<file path="src/rtl/ton_pow_nonce_sched_if.sv">
`default_nettype none
// ============================================================================
// Module   : ton_pow_nonce_sched_if
// Brief    : Host/job bus of the TON proof-of-work nonce scheduler.
// Revision : 1.0 - initial release
// ============================================================================
interface ton_pow_nonce_sched_if;
  logic [7:0]   i_job_data [123];
  logic [255:0] i_target;
  logic [63:0]  i_nonce_start;
  logic [31:0]  i_nonce_count;
  logic         i_start;
  logic         i_abort;
  logic         o_busy;
  logic         o_done;
  logic         o_found;
  logic [63:0]  o_nonce;
  logic [7:0]   o_hash [32];
  logic [31:0]  o_tried;

  modport master (
    output i_job_data, i_target, i_nonce_start, i_nonce_count, i_start, i_abort,
    input  o_busy, o_done, o_found, o_nonce, o_hash, o_tried
  );

  modport slave (
    input  i_job_data, i_target, i_nonce_start, i_nonce_count, i_start, i_abort,
    output o_busy, o_done, o_found, o_nonce, o_hash, o_tried
  );
endinterface
`default_nettype wire

</file>
<file path="src/rtl/ton_pow_nonce_sched.sv">
`default_nettype none
// ============================================================================
// Module   : sha256_1r_comb_core_v2 / ton_pow_nonce_sched
// Brief    : Single-block combinational SHA-256 compression core, and the
//            nonce sweep controller that runs 3 blocks per candidate through
//            it and compares the digest with a 256-bit target.
// Revision : 1.0 - initial release
// ============================================================================
module sha256_1r_comb_core_v2 (
  input  logic [255:0] i_state,
  input  logic [511:0] i_block,
  output logic [255:0] o_state
);
  localparam logic [31:0] c_k [64] = '{
    32'h428a2f98, 32'h71374491, 32'hb5c0fbcf, 32'he9b5dba5, 32'h3956c25b, 32'h59f111f1, 32'h923f82a4, 32'hab1c5ed5,
    32'hd807aa98, 32'h12835b01, 32'h243185be, 32'h550c7dc3, 32'h72be5d74, 32'h80deb1fe, 32'h9bdc06a7, 32'hc19bf174,
    32'he49b69c1, 32'hefbe4786, 32'h0fc19dc6, 32'h240ca1cc, 32'h2de92c6f, 32'h4a7484aa, 32'h5cb0a9dc, 32'h76f988da,
    32'h983e5152, 32'ha831c66d, 32'hb00327c8, 32'hbf597fc7, 32'hc6e00bf3, 32'hd5a79147, 32'h06ca6351, 32'h14292967,
    32'h27b70a85, 32'h2e1b2138, 32'h4d2c6dfc, 32'h53380d13, 32'h650a7354, 32'h766a0abb, 32'h81c2c92e, 32'h92722c85,
    32'ha2bfe8a1, 32'ha81a664b, 32'hc24b8b70, 32'hc76c51a3, 32'hd192e819, 32'hd6990624, 32'hf40e3585, 32'h106aa070,
    32'h19a4c116, 32'h1e376c08, 32'h2748774c, 32'h34b0bcb5, 32'h391c0cb3, 32'h4ed8aa4a, 32'h5b9cca4f, 32'h682e6ff3,
    32'h748f82ee, 32'h78a5636f, 32'h84c87814, 32'h8cc70208, 32'h90befffa, 32'ha4506ceb, 32'hbef9a3f7, 32'hc67178f2
  };

  function automatic logic [31:0] f_rotr(input logic [31:0] x, input int n);
    return (x >> n) | (x << (32 - n));
  endfunction

  // 64 rounds unrolled; the message schedule lives in a rolling 16-word window
  function automatic logic [255:0] f_compress(input logic [255:0] st, input logic [511:0] blk);
    logic [31:0] w [16];
    logic [31:0] a, b, c, d, e, f, g, h, t1, t2, s0, s1;
    s0 = '0;
    s1 = '0;
    for (int i = 0; i < 16; i++) w[i] = blk[511 - 32*i -: 32];
    {a, b, c, d, e, f, g, h} = st;
    for (int t = 0; t < 64; t++) begin
      if (t >= 16) begin
        s0 = f_rotr(w[4'(t-15)], 7) ^ f_rotr(w[4'(t-15)], 18) ^ (w[4'(t-15)] >> 3);
        s1 = f_rotr(w[4'(t-2)], 17) ^ f_rotr(w[4'(t-2)], 19) ^ (w[4'(t-2)] >> 10);
        w[4'(t)] = w[4'(t)] + s0 + w[4'(t-7)] + s1;
      end
      t1 = h + (f_rotr(e, 6) ^ f_rotr(e, 11) ^ f_rotr(e, 25)) + ((e & f) ^ (~e & g)) + c_k[t] + w[4'(t)];
      t2 = (f_rotr(a, 2) ^ f_rotr(a, 13) ^ f_rotr(a, 22)) + ((a & b) ^ (a & c) ^ (b & c));
      h = g; g = f; f = e; e = d + t1;
      d = c; c = b; b = a; a = t1 + t2;
    end
    return {st[255:224] + a, st[223:192] + b, st[191:160] + c, st[159:128] + d,
            st[127:96] + e,  st[95:64] + f,   st[63:32] + g,   st[31:0] + h};
  endfunction

  assign o_state = f_compress(i_state, i_block);
endmodule

module ton_pow_nonce_sched #(
  parameter int NONCE_OFS    = 8,
  parameter bit STOP_ON_FIND = 1'b1
) (
  input  logic                        i_clk,
  input  logic                        i_reset,
  ton_pow_nonce_sched_if.slave        host
);
  localparam logic [255:0] c_iv = {32'h6a09e667, 32'hbb67ae85, 32'h3c6ef372, 32'ha54ff53a,
                                   32'h510e527f, 32'h9b05688c, 32'h1f83d9ab, 32'h5be0cd19};

  typedef enum logic [2:0] {S_IDLE, S_B0, S_B1, S_B2, S_CHK, S_DONE} state_t;

  state_t       r_state;
  logic [7:0]   r_job [123];
  logic [255:0] r_target;
  logic [63:0]  r_nonce;
  logic [31:0]  r_remaining;
  logic [255:0] r_mid;
  logic         r_busy, r_done, r_found;
  logic [63:0]  r_nonce_out;
  logic [255:0] r_hash;
  logic [31:0]  r_tried;

  logic [7:0]   w_msg [192];
  logic [511:0] w_block;
  logic [255:0] w_core_in, w_core_out;
  logic         w_hit, w_found_next, w_last;

  // Padded 3-block message: latched job with the nonce spliced in big-endian
  always_comb begin
    for (int i = 0; i < 123; i++) w_msg[i] = r_job[i];
    for (int i = 123; i < 192; i++) w_msg[i] = 8'h00;
    for (int i = 0; i < 8; i++) w_msg[NONCE_OFS + i] = r_nonce[63 - 8*i -: 8];
    w_msg[123] = 8'h80;
    w_msg[190] = 8'h03;
    w_msg[191] = 8'hD8;
  end

  // Block currently fed to the core, chosen by the round state
  always_comb begin
    w_block = '0;
    for (int i = 0; i < 64; i++) begin
      w_block[511 - 8*i -: 8] = (r_state == S_B1) ? w_msg[64 + i] :
                                (r_state == S_B2) ? w_msg[128 + i] : w_msg[i];
    end
  end

  assign w_core_in    = (r_state == S_B0) ? c_iv : r_mid;
  assign w_hit        = (r_mid < r_target);
  assign w_found_next = r_found | w_hit;
  assign w_last       = (r_remaining == 32'd1);

  sha256_1r_comb_core_v2 u_core (
    .i_state (w_core_in),
    .i_block (w_block),
    .o_state (w_core_out)
  );

  // Search operands are captured once, when a start is accepted
  always_ff @(posedge i_clk) begin
    if (r_state == S_IDLE && host.i_start) begin
      r_job    <= host.i_job_data;
      r_target <= host.i_target;
    end
  end

  // Sweep sequencer: three compressions then a compare per nonce
  always_ff @(posedge i_clk) begin
    if (i_reset) begin
      r_state     <= S_IDLE;
      r_nonce     <= '0;
      r_remaining <= '0;
      r_mid       <= '0;
      r_busy      <= 1'b0;
      r_done      <= 1'b0;
      r_found     <= 1'b0;
      r_nonce_out <= '0;
      r_hash      <= '0;
      r_tried     <= '0;
    end else begin
      r_done <= 1'b0;
      case (r_state)
        S_IDLE: begin
          if (host.i_start) begin
            r_nonce     <= host.i_nonce_start;
            r_remaining <= host.i_nonce_count;
            r_found     <= 1'b0;
            r_tried     <= '0;
            r_nonce_out <= '0;
            r_hash      <= '0;
            if (host.i_nonce_count == 32'd0) begin
              r_state <= S_DONE;
              r_done  <= 1'b1;
            end else begin
              r_state <= S_B0;
              r_busy  <= 1'b1;
            end
          end
        end
        S_B0, S_B1, S_B2: begin
          if (host.i_abort) begin
            r_state <= S_DONE;
            r_busy  <= 1'b0;
            r_done  <= 1'b1;
          end else begin
            r_mid   <= w_core_out;
            r_state <= (r_state == S_B0) ? S_B1 : (r_state == S_B1) ? S_B2 : S_CHK;
          end
        end
        S_CHK: begin
          r_tried <= r_tried + 32'd1;
          // Until the first hit, results track the most recent checked nonce
          if (!r_found) begin
            r_found     <= w_hit;
            r_nonce_out <= r_nonce;
            r_hash      <= r_mid;
          end
          if (host.i_abort || (w_found_next && STOP_ON_FIND) || w_last) begin
            r_state <= S_DONE;
            r_busy  <= 1'b0;
            r_done  <= 1'b1;
          end else begin
            r_nonce     <= r_nonce + 64'd1;
            r_remaining <= r_remaining - 32'd1;
            r_state     <= S_B0;
          end
        end
        S_DONE:  r_state <= S_IDLE;
        default: r_state <= S_IDLE;
      endcase
    end
  end

  assign host.o_busy  = r_busy;
  assign host.o_done  = r_done;
  assign host.o_found = r_found;
  assign host.o_nonce = r_nonce_out;
  assign host.o_tried = r_tried;

  for (genvar g = 0; g < 32; g++) begin : g_hash
    assign host.o_hash[g] = r_hash[255 - 8*g -: 8];
  end
endmodule
`default_nettype wire

</file>
<file path="src/flat_wrapper.sv">
// flat-port wrapper written by rule: the top's interface ports become plain ports
module ton_pow_nonce_sched_flat 
#(
  parameter int NONCE_OFS    = 8,
  parameter bit STOP_ON_FIND = 1'b1
)
  (i_clk, i_reset, host_i_job_data, host_i_target, host_i_nonce_start, host_i_nonce_count, host_i_start, host_i_abort, host_o_busy, host_o_done, host_o_found, host_o_nonce, host_o_hash, host_o_tried);
  ton_pow_nonce_sched_if host_i ();
  input  logic i_clk;
  input  logic i_reset;
  input wire logic [$bits(host_i.i_job_data)-1:0] host_i_job_data;
  input wire logic [$bits(host_i.i_target)-1:0] host_i_target;
  input wire logic [$bits(host_i.i_nonce_start)-1:0] host_i_nonce_start;
  input wire logic [$bits(host_i.i_nonce_count)-1:0] host_i_nonce_count;
  input wire logic [$bits(host_i.i_start)-1:0] host_i_start;
  input wire logic [$bits(host_i.i_abort)-1:0] host_i_abort;
  output wire logic [$bits(host_i.o_busy)-1:0] host_o_busy;
  output wire logic [$bits(host_i.o_done)-1:0] host_o_done;
  output wire logic [$bits(host_i.o_found)-1:0] host_o_found;
  output wire logic [$bits(host_i.o_nonce)-1:0] host_o_nonce;
  output wire logic [$bits(host_i.o_hash)-1:0] host_o_hash;
  output wire logic [$bits(host_i.o_tried)-1:0] host_o_tried;
  assign host_i.i_job_data = {>>{host_i_job_data}};
  assign host_i.i_target = host_i_target;
  assign host_i.i_nonce_start = host_i_nonce_start;
  assign host_i.i_nonce_count = host_i_nonce_count;
  assign host_i.i_start = host_i_start;
  assign host_i.i_abort = host_i_abort;
  assign host_o_busy = host_i.o_busy;
  assign host_o_done = host_i.o_done;
  assign host_o_found = host_i.o_found;
  assign host_o_nonce = host_i.o_nonce;
  assign host_o_hash = {>>{host_i.o_hash}};
  assign host_o_tried = host_i.o_tried;
  ton_pow_nonce_sched #(.NONCE_OFS(NONCE_OFS), .STOP_ON_FIND(STOP_ON_FIND)) u_core (.i_clk(i_clk), .i_reset(i_reset), .host(host_i));
endmodule
</file>
<file path="config.mk">
export PLATFORM = sky130hd
export DESIGN_NAME = ton_pow_nonce_sched_flat
export DESIGN_NICKNAME = d
export VERILOG_FILES = /design/src/rtl/ton_pow_nonce_sched_if.sv /design/src/rtl/ton_pow_nonce_sched.sv /design/src/flat_wrapper.sv
export SDC_FILE = /design/constraint.sdc
export NUM_CORES = 1
export LEC_CHECK = 0
export ABC_AREA = 1
export CORE_AREA = 2 2 655 657
export DETAILED_ROUTE_END_ITERATION = 10
export DIE_AREA = 0 0 657 659
export SETUP_SLACK_MARGIN = 0.5
export SYNTH_ARGS = -nofsm -noshare
export SYNTH_HDL_FRONTEND = slang
export SYNTH_SLANG_ARGS = --single-unit
</file>
<file path="constraint.sdc">
create_clock -name i_clk -period 30.6 [get_ports i_clk]
set_clock_uncertainty 0.1 [all_clocks]
set_input_delay 9.18 -clock i_clk [delete_from_list [all_inputs] [get_ports i_clk]]
set_output_delay 9.18 -clock i_clk [all_outputs]
set_load 0.01 [all_outputs]
</file>
==> out/results.ini, run 1 <==
[outcome]
outcome = finished clean

[sta]
final.min_clock_period_ns = 11.48
fin_crit_sh = 0.375
hold_viol = 0
hold_ws_ns = 0.378
worst_slew_pin_slew_ns = 1.12
finalSetupViolCount = 0
fmax_ghz = 0.0871
slew_viol_final = 0
rsz0062_at_grt = false
max-slew-margin-rel = 0.253
finalSetupTns_ns = 0

[critical_path]
timing.rr.start = u_core.r_target[37]
crit_fanout = 3
cp-start-kind = register
crit_path_cell_trace = clkdlybuf4s50_1
r2r-end = u_core.r_nonce[1]
r2r_cells = 15
cp_data_arrival_time_ns = 2.19
r2r_setup_slack_ns = 26.03
slowest_stage = clkdlybuf4s50_1
critical_path.max_stage_delay_ns = 0.81
path_delay_family = buffers and inverters
path_buf_inv = 1
critPathRequiredTime_ns = 21.32
path_class = reg -> out
cp-end-kind = primary output

[placed_design]
hpwl_mm = 71.9
globalplace.congestion = 0.882
portBuffers = 454

[logic_synthesis]
ys.flop_type = edfxtp_1
synthCells = 2805
netlist.area_leader.share = 0.335
yosysUniqueCellTypes = 50
synth_edf_count = 256
ys_warn_count = 0
synth-seq-cells = 454
yosysTopAreaCell = edfxtp_1
synthArstFlopShare = 0
synth_area_mm2 = 0.0229
avgSynthCellArea_um2 = 8.18
yosysSeqAreaShare = 0.508
synth_area_leaders = edfxtp_1 34%, dfxtp_1 17%, nand2_1 9.2%, buf_4 8.5%, nor2_1 7.6%

[power]
switching_power_uw = 473
powerDensity_mw_per_mm2 = 46.6
pwr-share-comb = 0.151
p_leak_uw = 0.0113
p_sw_frac = 0.289
seqPwrFrac = 0.457
clkPwrFrac = 0.393
vdd_drop_max_v = 0.0000471
internal_power_uw = 1160

[floorplan]
fp.dieW_um = 657
core_area_mm2 = 0.426
start_util = 0.0539
die_area_mm2 = 0.433
die_y_um = 659
ios = 1695
std_cell_rows = 240

[layout]
drive_above_1_share = 0.0430
area_growth_pct = 53.1
fin_nets = 4561

[route]
first_pass_iters = 6
viasPerCell = 2.19
routedWlPerCell_um = 10.1
vias = 19600
dr.first_iter.drc_count = 1669
routed_wl_mm = 90.0
drc_errors = 0
ant_nets = 0

[job]
max_cap_violations = 0

[worst_hold_path]
hp-start = u_core.host.o_nonce[48]
hold_end = u_core.host.o_nonce[48]
min_path_cells = 2
min_path_type = reg -> reg

[clock_network]
cts_resized = 0
cts_hold_repair.buffers = 0
cts_buffer_depth = 3
clk_latency_ns = 0.66
cts_tree = done
cts.root.buffer_cell = clkbuf_16
clock_sinks = 454
postCtsSetupBuffers = 0
clk_pin_slew_ns = 0.06
cts_made_buffers = 51
htree_levels = 2

[grt]
grt_max_degree = 191
grt-ovfl-total = 0
grt_pass1_wl_mm = 124
grt_pass1_vias = 17600
grt_usage = 0.0391
antenna_found_initial = 29

cell type report:
cell class                      count  area (um2)
Multi-Input combinational cell   2046        9150
Tap cell                         5687        7120
Sequential cell                   454       11700
Inverter                          190         724
Timing Repair Buffer              474        4710
Fill cell                       49800      391000
Clock inverter                     38         429
Clock buffer                       55        1300
Antenna cell                        8        20.0
synthesized netlist by cell type (all sizes together), types with 17 or more instances:
cell and instances:
a21oi 179, nor2 470, o21ai 73, nand2 566, xor2 39, nand3 298, edfxtp 256, nand4 43
inv 189, clkbuf 68, buf 302, dfxtp 198, nand3b 17, nor3 43
placed cells by master, fill, tap and decap left out, types with 3 or more instances in the layout:
master	Yosys	layout
nand4_1	43	43
clkbuf_16	0	51
or2_2	5	5
o21ai_0	73	73
xor2_1	39	39
clkinv_2	0	8
xnor2_1	6	6
diode_2	0	8
nand3_1	296	296
nand3b_1	17	17
mux2i_1	4	4
ha_1	4	4
clkinvlp_4	0	5
bufinv_16	0	6
nand2_2	1	3
nor3_2	4	4
o31ai_1	4	4
clkdlybuf4s50_1	0	453
and2_0	5	5
inv_1	185	185
conb_1	1	256
nor2_1	466	458
dfxtp_1	198	198
o22ai_1	3	3
clkbuf_1	68	3
edfxtp_1	256	256
nor2_2	3	10
nor4_1	6	6
buf_4	259	18
a21oi_1	179	179
nor3_1	38	38
nand2_1	565	562
clkinv_1	1	5
clkinv_4	0	5
a211oi_1	3	3
clkinv_8	0	3
flip-flops by register name (all words and copies together) (netlist names):
| signal | flops |
|---|---|
| u_core.host.o_done | 1 |
| u_core.host.o_tried | 32 |
| u_core.host.o_found | 1 |
| u_core.r_remaining | 32 |
| u_core.r_target | 256 |
| u_core.r_state | 3 |
| u_core.r_nonce | 64 |
| u_core.host.o_busy | 1 |
| u_core.host.o_nonce | 64 |
worst max-delay path by stage:
| stage | startpoint | endpoint | cells after the start |
|---|---|---|---|
| 4_1_cts | u_core.host.o_found | host_o_found | 1 |
| 5_1_grt | host_i_abort | u_core.r_nonce[18] | 8 |
| 3_5_place_dp | host_i_abort | u_core.r_nonce[23] | 8 |
| 3_3_place_gp | host_i_abort | u_core.r_nonce[17] | 8 |
| 2_1_floorplan | host_i_start | u_core.r_target[0] | 2 |
| 6_report | u_core.host.o_found | host_o_found | 1 |
through the flow:
step | total power (uW) | std cells | util | area [um2] | setup WS [ns]
floorplan | 920 | 3060 | - | 23900 | 14.25
global placement | 1000 | 8851 | 0.0783 | 33400 | 18.37
detailed placement | 1010 | 8851 | 0.0783 | 33400 | 18.37
CTS | 1660 | 8944 | 0.0824 | 35100 | 18.95
global route | 1710 | 8948 | 0.0824 | 35100 | 18.86
finish | 1630 | 8952 | 0.0824 | 35100 | 19.13
layer usage:
metal  GRT usage  part of all wire  up-vias
met5           0           0.00072        -
met4      0.0179             0.043       10
met3      0.0100             0.086      137
met2      0.0621              0.45      930
met1      0.0494              0.42     8956
li1            -                 -     9579
logic make-up (layout without fill, tap and decap cells):
logic type | count (synthesis) | in the layout | synth area share
buffers and inverters | 560 | 757 | 0.137
DFF | 454 | 454 | 0.508
xor gates and xnor gates | 45 | 45 | 0.0172
AOI/OAI and AO/OA | 278 | 278 | 0.0641
other | 1 | 264 | 0.000163
and+or+nand+nor | 1459 | 1459 | 0.270
muxes | 4 | 4 | 0.00175
adders and majority gates | 4 | 4 | 0.00218
power by group through the flow:
stage          sequential (uW)  combinational [uW]  clock (uW)
6_report                   746                 246         642
5_1_grt                    751                 275         687
4_1_cts                    746                 248         663
3_5_place_dp               759                 247           0
3_3_place_gp               758                 246           0
2_1_floorplan              750                 170           0
Note: power is estimated with default switching activity, not from simulation.
==> inputs of run 2 (changes only) <==
- CORE_AREA: 2 2 655 657 -> 2 2 653 655
- DIE_AREA: 0 0 657 659 -> 0 0 655 657
- clock period: 30.6 -> 10 ns (I/O delays scaled with it)
==> out/results.ini, run 2 (same netlist as run 1, synthesis figures left out) <==
[job]
max_cap_violations = 0  ; unchanged

[clock_network]
clock_sinks = 454  ; unchanged
cts_buffer_depth = 3  ; unchanged
cts.root.buffer_cell = clkbuf_16  ; unchanged
clk_latency_ns = 0.66  ; about the same
cts_hold_repair.buffers = 0  ; unchanged
cts_tree = done  ; unchanged
cts_made_buffers = 52  ; was 51
clk_pin_slew_ns = 0.08  ; was 0.06 ns
cts_resized = 0  ; unchanged
htree_levels = 2  ; unchanged
postCtsSetupBuffers = 0  ; unchanged

[grt]
grt_pass1_wl_mm = 127  ; was 124 mm
antenna_found_initial = 28  ; was 29
grt_usage = 0.0401  ; was 0.0391
grt_pass1_vias = 17800  ; was 17600
grt_max_degree = 191  ; unchanged
grt-ovfl-total = 0  ; unchanged

[critical_path]
path_buf_inv = 1  ; unchanged
cp-start-kind = register  ; unchanged
critPathRequiredTime_ns = 6.90  ; was 21.32 ns
path_delay_family = buffers and inverters  ; unchanged
slowest_stage = clkdlybuf4s50_1  ; unchanged
crit_fanout = 3  ; unchanged
cp_data_arrival_time_ns = 2.22  ; was 2.19 ns
critical_path.max_stage_delay_ns = 0.82  ; was 0.81 ns
cp-end-kind = primary output  ; unchanged
path_class = reg -> out  ; unchanged
crit_path_cell_trace = clkdlybuf4s50_1  ; unchanged

[placed_design]
portBuffers = 454  ; unchanged
globalplace.congestion = 0.889  ; was 0.882
dp_cells = 8827  ; was 8851
hpwl_mm = 72.3  ; was 71.9 mm

[sta]
worst_slew_pin_slew_ns = 1.11  ; was 1.12 ns
finalSetupViolCount = 0  ; unchanged
final.min_clock_period_ns = 5.32
slew_viol_final = 0  ; unchanged
fin_crit_sh = 0.532
hold_ws_ns = 0.381  ; was 0.378 ns
rsz0062_at_grt = false  ; unchanged
max-slew-margin-rel = 0.260  ; was 0.253
finalSetupTns_ns = 0  ; unchanged
fmax_ghz = 0.188
hold_viol = 0  ; unchanged

[layout]
fin_nets = 4562  ; was 4561
max_flop_register = u_core.r_target  ; unchanged
instances_no_fill = 8930  ; was 8952
largest_reg_flops = 256  ; unchanged
final_cell_mix = 562 x nand2_1, 460 x nor2_1, 453 x clkdlybuf4s50_1, 296 x nand3_1  ; was 562 x nand2_1, 458 x nor2_1, 453 x clkdlybuf4s50_1, 296 x nand3_1
area_growth_pct = 53.1  ; about the same
final_common_cell = nand2_1  ; unchanged
drive_above_1_share = 0.0405  ; was 0.0430
nFillCells = 49400  ; was 49800

[power]
power_uw = 5040  ; was 1630 uW
p_leak_uw = 0.0113  ; about the same
powerDensity_mw_per_mm2 = 144  ; was 46.6 mW/mm2
vdd_drop_max_v = 0.000136  ; was 0.0000471 V

[outcome]
outcome = finished clean  ; unchanged

[route]
ant_nets = 0  ; unchanged
wl_met2_mm = 42.1  ; was 40.6 mm
top_layer_used = met5  ; unchanged
dr.first_iter.drc_count = 1784  ; was 1669
first_pass_iters = 9  ; was 6
routedWlPerCell_um = 10.1  ; about the same
routed_wl_mm = 90.6  ; was 90.0 mm
viasPerCell = 2.20  ; was 2.19
wl_met3_mm = 7.50  ; was 7.75 mm
wl_met1_mm = 37.7  ; about the same
vias = 19600  ; about the same
drc_errors = 0  ; unchanged

[floorplan]
ios = 1695  ; unchanged
die_area_mm2 = 0.430  ; was 0.433 mm2
start_util = 0.0542  ; was 0.0539
std_cell_rows = 239  ; was 240
fp.dieW_um = 655  ; was 657 um
core_area_mm2 = 0.423  ; was 0.426 mm2
die_y_um = 657  ; was 659 um

[worst_hold_path]
min_path_type = reg -> reg  ; unchanged

run 2: cell count changes in the layout (fill, tap and decap cells not counted), moves of 2 or more:
cell / change
clkbuf_1: +4
clkbuf_16: +3
clkinv_2: -2
clkinv_4: -3
clkinvlp_2: -2
diode_2: +3
nor2_1: +2
nor2_2: -2
run 2: per-layer routing:
| metal | vias up | GRT usage |
|---|---|---|
| met2 | 948 | 0.0645 |
| met4 | 6 | 0.0179 |
| met5 | - | 0 |
| met3 | 129 | 0.00978 |
| met1 | 8961 | 0.0505 |
| li1 | 9580 | - |
run 2: cell type report:
cell class	instances	area, um2	area share
multi-input cells	2046	9150	0.260
clock buffers	62	1380	0.0394
diodes	11	27.5	0.000784
clock inverters	30	367	0.0104
well taps	5663	7090	0.202
flip-flops and latches	454	11700	0.332
repair buffers	474	4730	0.135
inverters	190	729	0.0208
run 2: path summary, 6_finish.rpt:
kind | depth (start not counted) | from | to | slack [ns]
setup / recovery | 1 | u_core.host.o_found | host_o_found | 4.68
hold / removal | 2 | u_core.host.o_nonce[42] | u_core.host.o_nonce[42] | 0.38
setup reg to reg | 12 | u_core.r_target[5] | u_core.r_nonce[45] | 5.62
hold reg to reg | 2 | u_core.host.o_nonce[42] | u_core.host.o_nonce[42] | 0.38
run 2: stage by stage:
step	setup slack, ns	cell area, um2	utilization
after detailed placement	4.22	33300	0.0788
final	4.68	35100	0.0830
after global routing	4.59	35100	0.0830
after floorplan	2.93	23900	-
after global placement	4.22	33300	0.0788
after CTS	4.51	35100	0.0830
run 2: where the power goes:
part | switching [uW] | internal, uW | total [uW]
logic | 473 | 283 | 756
registers | 118 | 2160 | 2280
clock network | 837 | 1170 | 2010
total | 1430 | 3610 | 5040
==> inputs of run 3 (changes only) <==
- CORE_AREA: 2 2 653 655 -> 2 2 663 665
- DIE_AREA: 0 0 655 657 -> 0 0 665 667
- clock period: 10 -> 5.25 ns (I/O delays scaled with it)
==> out/results.ini, run 3 (same netlist as run 1, synthesis figures left out) <==
[critical_path]
r2r_setup_slack_ns = 1.43  ; was 5.62 ns
cp_data_arrival_time_ns = 4.31  ; was 2.22 ns
cp-start-kind = input port  ; was register
critPathRequiredTime_ns = 5.72  ; was 6.90 ns
path_class = in -> reg  ; was reg -> out
crit_start = host_i_abort  ; was u_core.host.o_found
r2r_cells = 17  ; was 12
timing.rr.start = u_core.r_target[99]  ; was u_core.r_target[5]
cp-endpoint = u_core.r_nonce[5]  ; was host_o_found
cp-end-kind = register  ; was primary output
crit_fanout = 82  ; was 3
r2r-end = u_core.r_nonce[5]  ; was u_core.r_nonce[45]

[floorplan]
ios = 1695  ; unchanged
core_area_mm2 = 0.437  ; was 0.423 mm2
fp.dieW_um = 665  ; was 655 um
die_area_mm2 = 0.444  ; was 0.430 mm2
start_util = 0.0525  ; was 0.0542
std_cell_rows = 243  ; was 239
die_y_um = 667  ; was 657 um

[sta]
fmax_ghz = 0.261
hold_viol = 0  ; unchanged
final.min_clock_period_ns = 3.84
finalSetupViolCount = 0  ; unchanged
finalSetupTns_ns = 0  ; unchanged
fin_crit_sh = 0.731
worst_slew_pin_slew_ns = 1.09  ; was 1.11 ns
max-slew-margin-rel = 0.273  ; was 0.260
rsz0062_at_grt = false  ; unchanged
slew_viol_final = 0  ; unchanged

[layout]
drive_above_1_share = 0.0443  ; was 0.0405
register_area_mm2 = 0.0117  ; unchanged
final_common_cell = nand2_1  ; unchanged
final_cell_mix = 562 x nand2_1, 463 x nor2_1, 453 x clkdlybuf4s50_1, 296 x nand3_1  ; was 562 x nand2_1, 460 x nor2_1, 453 x clkdlybuf4s50_1, 296 x nand3_1
postLayoutCoreUtil = 0.0809  ; was 0.0830
nFillCells = 51000  ; was 49400
area_growth_pct = 53.9  ; was 53.1%
max_flop_register = u_core.r_target  ; unchanged
largest_reg_flops = 256  ; unchanged
multi_input_area_mm2 = 0.00914  ; was 0.00915 mm2
fin_nets = 4573  ; was 4562

[power]
seqPwrFrac = 0.458  ; was 0.452
vdd_drop_max_v = 0.000355  ; was 0.000136 V
internal_power_uw = 6690  ; was 3610 uW
p_leak_uw = 0.0113  ; about the same
p_sw_frac = 0.295  ; was 0.283
powerDensity_mw_per_mm2 = 269  ; was 144 mW/mm2
switching_power_uw = 2790  ; was 1430 uW
pwr-share-comb = 0.154  ; was 0.150
clkPwrFrac = 0.388  ; was 0.398

[job]
max_cap_violations = 0  ; unchanged

[route]
top_layer_used = met5  ; unchanged
routed_wl_mm = 92.7  ; was 90.6 mm
viasPerCell = 2.18  ; was 2.20
drc_errors = 0  ; unchanged
wl_met1_mm = 37.6  ; was 37.7 mm
wl_met2_mm = 42.1  ; about the same
dr.first_iter.drc_count = 1838  ; was 1784
routedWlPerCell_um = 10.3  ; was 10.1 um
wl_met3_mm = 8.46  ; was 7.50 mm
first_pass_iters = 7  ; was 9
vias = 19700  ; was 19600
ant_nets = 0  ; unchanged

[clock_network]
cts_made_buffers = 51  ; was 52
clk_pin_slew_ns = 0.06  ; was 0.08 ns
cts_hold_repair.buffers = 0  ; unchanged
cts_tree = done  ; unchanged
htree_levels = 2  ; unchanged
clock_sinks = 454  ; unchanged
cts.root.buffer_cell = clkbuf_16  ; unchanged
cts_resized = 0  ; unchanged
clk_latency_ns = 0.69  ; was 0.66 ns
cts_buffer_depth = 3  ; unchanged
postCtsSetupBuffers = 0  ; unchanged

[grt]
grt_pass1_vias = 17800  ; about the same
grt-ovfl-total = 0  ; unchanged
grt_pass1_wl_mm = 128  ; was 127 mm
grt_max_degree = 191  ; unchanged
antenna_found_initial = 27  ; was 28
grt_usage = 0.0393  ; was 0.0401

[worst_hold_path]
hp-start = u_core.host.o_busy  ; was u_core.host.o_nonce[42]
min_path_type = reg -> reg  ; unchanged

[placed_design]
portBuffers = 454  ; unchanged
hpwl_mm = 74.3  ; was 72.3 mm
globalplace.congestion = 0.881  ; was 0.889

[outcome]
outcome = finished clean  ; unchanged

[run 3: cell types whose count changed in the layout (fill, tap and decap cells not counted), moves of 2 or more]
cell,change
nor2_2,-3
clkinv_16,+2
bufinv_16,-4
buf_4,+9
diode_2,-4
clkbuf_16,-2
clkinv_1,-3
buf_12,+3
clkinvlp_4,-2
clkinv_4,+4
nor2_1,+3
clkinv_8,+2
clkinv_2,+4
[run 3: final cells by class]
class / instances / area share
clock buffer: 62 / 0.0382
timing repair buffer: 486 / 0.138
tap: 5757 / 0.204
clock inverter: 32 / 0.0101
antenna: 7 / 0.000496
multi-input combinational: 2046 / 0.259
sequential: 454 / 0.330
inverter: 190 / 0.0207
[run 3: worst min path at each step]
stage,endpoint,slack (ns),depth (start not counted)
after detailed placement,u_core.host.o_busy,0.36,2
after global placement,u_core.host.o_busy,0.36,2
final,u_core.host.o_busy,0.37,2
after floorplan,u_core.r_state[1],0.35,1
after global routing,u_core.host.o_nonce[52],0.41,2
after CTS,u_core.host.o_busy,0.38,2
[run 3: through the flow]
step	cells	setup slack, ns	hold slack [ns]	instance area (um2)	total power (uW)
global route	9030	1.10	0.405	35300	9940
finish	9034	1.41	0.372	35300	9480
global placement	8933	0.860	0.362	33600	5880
floorplan	3060	1.03	0.350	23900	5320
CTS	9027	1.23	0.381	35300	9610
detailed placement	8933	0.800	0.364	33600	5880
[run 3: power by group through the flow]
| stage | Sequential, uW | Clock [uW] | Combinational (uW) |
|---|---|---|---|
| 2_1_floorplan | 4330 | 0 | 991 |
| 4_1_cts | 4340 | 3800 | 1470 |
| 3_3_place_gp | 4420 | 0 | 1460 |
| 6_report | 4350 | 3680 | 1460 |
| 5_1_grt | 4370 | 3930 | 1640 |
| 3_5_place_dp | 4420 | 0 | 1470 |
[run 3: critical path, stage by stage]
cell,delay (ns)
clkdlybuf4s50_1,0.59
nor2_1,0.11
nand3_4,0.09
buf_4,0.73
buf_4,0.70
nand3_1,0.17
nand2_1,0.11
nor2_1,0.05
[run 3: per-layer routing]
layer / global-route usage / vias up
met5: 0 / -
met4: 0.0191 / 12
met3: 0.0109 / 163
met2: 0.0625 / 990
met1: 0.0488 / 8925
li1: - / 9591
